**src/rtl/if_id_pipe_reg.sv**
```systemverilog
// IF/ID pipeline register: carries PC, instruction and sideband tag from fetch
// to decode behind a valid/ready handshake, with flush and an optional skid buffer.
module if_id_pipe_reg #(
  parameter int                    DATA_WIDTH = 32,
  parameter int                    TAG_WIDTH  = 4,
  parameter bit                    SKID_EN    = 1'b1,
  parameter logic [DATA_WIDTH-1:0] RESET_PC   = 32'h8000_0000,
  parameter logic [DATA_WIDTH-1:0] NOP_INSTR  = 32'h0000_0013
) (
  input  logic                  clk,
  input  logic                  rst,
  input  logic                  flush,
  input  logic                  in_valid,
  output logic                  in_ready,
  input  logic [DATA_WIDTH-1:0] in_pc,
  input  logic [DATA_WIDTH-1:0] in_instr,
  input  logic [TAG_WIDTH-1:0]  in_tag,
  output logic                  out_valid,
  input  logic                  out_ready,
  output logic [DATA_WIDTH-1:0] out_pc,
  output logic [DATA_WIDTH-1:0] out_instr,
  output logic [TAG_WIDTH-1:0]  out_tag,
  output logic [1:0]            state
);

  localparam logic [1:0] ST_EMPTY = 2'b00;
  localparam logic [1:0] ST_BUSY  = 2'b01;
  localparam logic [1:0] ST_FULL  = 2'b10;

  // Handshake: a beat moves on an edge where valid && ready are both high;
  // valid never depends on ready, and a presented payload is held until taken.
  logic in_fire;
  logic out_fire;

  assign in_fire  = in_valid && in_ready;
  assign out_fire = out_valid && out_ready;

  generate
    if (SKID_EN) begin : g_skid
      logic [1:0]            state_q;
      logic [1:0]            state_d;
      logic                  ready_q;
      logic [DATA_WIDTH-1:0] skid_pc;
      logic [DATA_WIDTH-1:0] skid_instr;
      logic [TAG_WIDTH-1:0]  skid_tag;
      logic                  load_main_in;
      logic                  load_main_skid;
      logic                  load_skid;

      always_comb begin
        state_d = state_q;
        case (state_q)
          ST_EMPTY: if (in_fire) state_d = ST_BUSY;
          ST_BUSY: begin
            if (in_fire && !out_fire)      state_d = ST_FULL;
            else if (!in_fire && out_fire) state_d = ST_EMPTY;
          end
          ST_FULL:  if (out_fire) state_d = ST_BUSY;
          default:  state_d = ST_EMPTY;
        endcase
      end

      // Outputs always come from the main register; the skid slot only
      // catches the beat accepted while ID was stalling.
      assign load_main_in   = in_fire && ((state_q == ST_EMPTY) || ((state_q == ST_BUSY) && out_fire));
      assign load_skid      = in_fire && (state_q == ST_BUSY) && !out_fire;
      assign load_main_skid = (state_q == ST_FULL) && out_fire;

      always_ff @(posedge clk) begin
        if (!rst) begin
          state_q    <= ST_EMPTY;
          ready_q    <= 1'b1;
          out_pc     <= RESET_PC;
          out_instr  <= NOP_INSTR;
          out_tag    <= '0;
          skid_pc    <= '0;
          skid_instr <= '0;
          skid_tag   <= '0;
        end else if (flush) begin
          state_q   <= ST_EMPTY;
          ready_q   <= 1'b1;
          out_instr <= NOP_INSTR;
          out_tag   <= '0;
        end else begin
          state_q <= state_d;
          ready_q <= (state_d != ST_FULL);
          if (load_main_in) begin
            out_pc    <= in_pc;
            out_instr <= in_instr;
            out_tag   <= in_tag;
          end else if (load_main_skid) begin
            out_pc    <= skid_pc;
            out_instr <= skid_instr;
            out_tag   <= skid_tag;
          end
          if (load_skid) begin
            skid_pc    <= in_pc;
            skid_instr <= in_instr;
            skid_tag   <= in_tag;
          end
        end
      end

      assign in_ready  = ready_q;
      assign out_valid = (state_q != ST_EMPTY);
      assign state     = state_q;
    end else begin : g_single
      logic valid_q;

      // Ready looks through to ID so a full register can refill on the same edge it drains.
      assign in_ready = !valid_q || out_ready;

      always_ff @(posedge clk) begin
        if (!rst) begin
          valid_q   <= 1'b0;
          out_pc    <= RESET_PC;
          out_instr <= NOP_INSTR;
          out_tag   <= '0;
        end else if (flush) begin
          valid_q   <= 1'b0;
          out_instr <= NOP_INSTR;
          out_tag   <= '0;
        end else if (in_fire) begin
          valid_q   <= 1'b1;
          out_pc    <= in_pc;
          out_instr <= in_instr;
          out_tag   <= in_tag;
        end else if (out_fire) begin
          valid_q <= 1'b0;
        end
      end

      assign out_valid = valid_q;
      assign state     = valid_q ? ST_BUSY : ST_EMPTY;
    end
  endgenerate

  a_payload_stable: assert property (@(posedge clk) disable iff (!rst)
    (out_valid && !out_ready && !flush) |=> $stable({out_pc, out_instr, out_tag}));

endmodule

```
**config.mk**
```make
export PLATFORM = sky130hd
export DESIGN_NAME = if_id_pipe_reg
export DESIGN_NICKNAME = d
export VERILOG_FILES = /design/src/rtl/if_id_pipe_reg.sv
export SDC_FILE = /design/constraint.sdc
export NUM_CORES = 1
export LEC_CHECK = 0
export BUFFER_PORTS_ARGS = -buffer_cell sky130_fd_sc_hd__buf_4
export CORE_MARGIN = 8
export CORE_UTILIZATION = 45
export CTS_BUF_LIST = sky130_fd_sc_hd__clkbuf_4
export CTS_CLUSTER_SIZE = 12
export DETAILED_ROUTE_END_ITERATION = 16
export GPL_TIMING_DRIVEN = 0
export PLACE_DENSITY = 0.8
export SYNTH_ARGS = -nofsm -noshare
export SYNTH_HDL_FRONTEND = slang
export SYNTH_SLANG_ARGS = --single-unit
```
**constraint.sdc**
```tcl
create_clock -name clk -period 2.68 [get_ports clk]
set_clock_uncertainty 0.2 [all_clocks]
set_input_delay 0.402 -clock clk [delete_from_list [all_inputs] [get_ports clk]]
set_output_delay 0.402 -clock clk [all_outputs]
set_load 0.05 [all_outputs]
```
==> flow_summary.yaml <==
placed_design:
  io_buffers: 144
  dp_hpwl_mm: 11.1
  post-place-ws_ns: 0.472
  place_congestion: 0.813
hold_path:
  worstHoldEndpoint: "state[1]$_SDFF_PP0_"
  whs_path_depth: 4
  min_from: "in_valid"
  hold_class: "in -> reg"
finish:
  final_cell_mix: "271 x nand2_1, 145 x buf_4, 139 x dfxtp_1"
  seqCellArea_mm2: 0.00278
  nets: 999
  layout_commonest_cell: "nand2_1"
  synthToLayoutAreaGrowth_pct: 39.1
  nFillCells: 1048
  multi_input_area_mm2: 0.00251
  drive_gt1_share_pct: 20.6
timing:
  finalSetupViolCount: 0
  rsz0062_at_grt: "no"
  hold_viol: 0
  worstMarginPinSlew_ns: 0.560
  finalCriticalPeriod_ns: 2.23
  min_period_over_period_pct: 83.2
  fmax_mhz: 449
  slew_headroom_pct: 62.7
  slew_viol_final: 0
  fin_ws_ns: 0.451
  setup_tns_ns: 0
global_route:
  grt_overflow: 0
  antenna_found_initial: 1
  grt_pass1_vias: 5472
  grt_max_degree: 17
  grt_pass1_wl_mm: 27.1
  grt_usage_pct: 20.7
critical_path:
  r2r_cells: 6
  reg2reg_to: "g_skid.skid_pc[30]$_SDFFE_PN0P_"
  cpMostUsedCell: "buf_2"
  worstPathMaxFanout: 10
  cp-end-kind: "register"
  start_kind: "input pin"
  r2r-start: "state[1]$_SDFF_PP0_"
  r2r_setup_slack_ns: 0.55
  cp_top_family: "buffers and inverters"
  required_ns: 2.96
  critPathKind: "in -> reg"
  worstPathCellList: "dlygate4sd3_1 > buf_4 > nand2b_1 > nor3_2 > buf_2 > buf_2 > nand2_1 > a21boi_1"
  cp_slowest_cell: "dlygate4sd3_1"
  cpPeakStageDelay_ns: 0.55
  crit_buf_inv: 4
  arrival_ns: 2.51
routing:
  antenna_left: 0
  wl_per_cell_um: 15.2
  drt_wl_total_mm: 16.8
  drtPass1Iterations: 5
  viasPerCell: 5.12
  detailroute.via_count: 5657
  drc: 0
  drtIter0Drc: 486
yosys:
  yosysWarningCount: 0
  synth.distinct_cells: 33
  syn_area_mm2: 0.00556
  avgSynthCellArea_um2: 8.02
  syn_nets: 766
  synth_seq_area_share_pct: 50.1
  ys_seq_elements: 139
  syn-instance-count: 693
clock_tree:
  clkTransAtPathRegs_ns: 0.11
  htree_levels: 4
  clk_latency_ns: 0.54
  clockRootBuffer: "clkbuf_4"
  clock_path_buffers: 2
  cts_tree: "done"
  numCtsBuffers: 17
  post_cts_buffers: 0
  cts_sinks: 139
status:
  status: "finished clean"
floorplan:
  coreArea_mm2: 0.0121
  die_h_um: 127
  start_util_pct: 46.1
  io_pins: 145
  die_area_mm2: 0.0162
  num_rows: 40
  fp.dieW_um: 127
power_and_ir_drop:
  power.density_mw_per_mm2: 513
  ir_drop_mv: 0.295
  p_leak_nw: 2.98
flow_run:
  maxCapViolCount: 0
## where the power goes
group | internal, mW | leakage [nW] | switching, mW
Sequential | 2.13 | 1.13 | 0.0404
Combinational | 0.301 | 1.74 | 0.468
Clock | 0.339 | 0.104 | 0.685
## worst register-to-register path, stage by stage (launching register included)
cell and delay [ns]:
dfxtp_1 0.42, nand3b_1 0.27, nor3_2 0.37, buf_2 0.32, buf_2 0.27, nand2_1 0.09
a21boi_1 0.14
## Yosys cell counts, drive strengths merged
library cell / n / area share, %
nand3: 3 / 0.27
nand3b: 2 / 0.27
inv: 2 / 0.14
a211o: 1 / 0.16
nand2: 271 / 18
and3b: 1 / 0.16
buf: 24 / 2.4
o22a: 1 / 0.16
mux2i: 1 / 0.18
a41oi: 1 / 0.16
a221oi: 3 / 0.47
a21boi: 68 / 9.2
o21ai: 31 / 2.8
a311oi: 33 / 5.2
or3: 1 / 0.11
nor3: 1 / 0.18
nor2: 36 / 2.5
dfxtp: 139 / 50
nor2b: 1 / 0.11
a31oi: 31 / 3.5
nand2b: 3 / 0.34
nor3b: 1 / 0.14
a21oi: 1 / 0.090
clkbuf: 33 / 2.2
or2: 2 / 0.23
nand4b: 1 / 0.16
o32ai: 1 / 0.50
## how the worst max path moves through the flow
stage	startpoint	cells past startpoint	slack (ns)	endpoint
2_1_floorplan	state[0]$_SDFF_PP0_	7	0.62	g_skid.skid_pc[22]$_SDFFE_PN0P_
3_3_place_gp	out_ready	7	0.50	g_skid.skid_pc[20]$_SDFFE_PN0P_
3_5_place_dp	out_ready	7	0.47	g_skid.skid_pc[21]$_SDFFE_PN0P_
4_1_cts	out_ready	8	0.48	g_skid.skid_pc[12]$_SDFFE_PN0P_
5_1_grt	state[1]$_SDFF_PP0_	6	0.37	out_pc[22]$_SDFFE_PN0P_
6_report	out_ready	8	0.45	g_skid.skid_pc[30]$_SDFFE_PN0P_
## area by class of cell
| type | count | area share (%) |
|---|---|---|
| Antenna cell | 1 | 0.0324 |
| Buffer | 57 | 3.35 |
| Clock buffer | 19 | 1.84 |
| Clock inverter | 9 | 0.453 |
| Inverter | 2 | 0.0971 |
| Multi-Input combinational cell | 495 | 32.5 |
| Sequential cell | 139 | 36.0 |
| Tap cell | 168 | 2.72 |
| Timing Repair Buffer | 214 | 23.0 |
## sequential cells by signal, summed over array words and instances, names as in the netlist
| signal | count |
|---|---|
| g_skid.skid_instr | 32 |
| g_skid.skid_pc | 32 |
| out_instr | 32 |
| out_pc | 32 |
| g_skid.skid_tag | 4 |
| out_tag | 4 |
| state | 2 |
| in_ready | 1 |
## layer usage
| layer | wire length, µm | track usage, % |
|---|---|---|
| met1 | 7480 | 25.0 |
| met5 | 0 | 0 |
| met3 | 826 | 5.16 |
| met2 | 7910 | 33.3 |
| met4 | 590 | 10.9 |
## stage by stage
| stage | hold WS, ns | util, % | area (µm²) | cells | power [mW] |
|---|---|---|---|---|---|
| after floorplan | 0.235 | - | 5560 | 693 | 2.63 |
| after global placement | 0.241 | 56.8 | 6850 | 1005 | 2.90 |
| after detailed placement | 0.245 | 56.8 | 6850 | 1005 | 2.90 |
| after CTS | 0.0319 | 64.1 | 7730 | 1103 | 3.99 |
| after global routing | 0.0427 | 64.1 | 7730 | 1104 | 4.13 |
| final | 0.0772 | 64.1 | 7730 | 1104 | 3.97 |
## repair_timing
item | 4_1_cts | 5_1_grt
hold buffers | 70 | 0
hold endpoints to repair | 138 | 0
resized for setup | 0 | 0
## cell families after synthesis
logic type	share of synthesized area, %
simple gates	22.8
buf+inv	4.79
mux	0.180
compound gates	22.2
flops	50.1
Power figures use the tool's default switching activity.
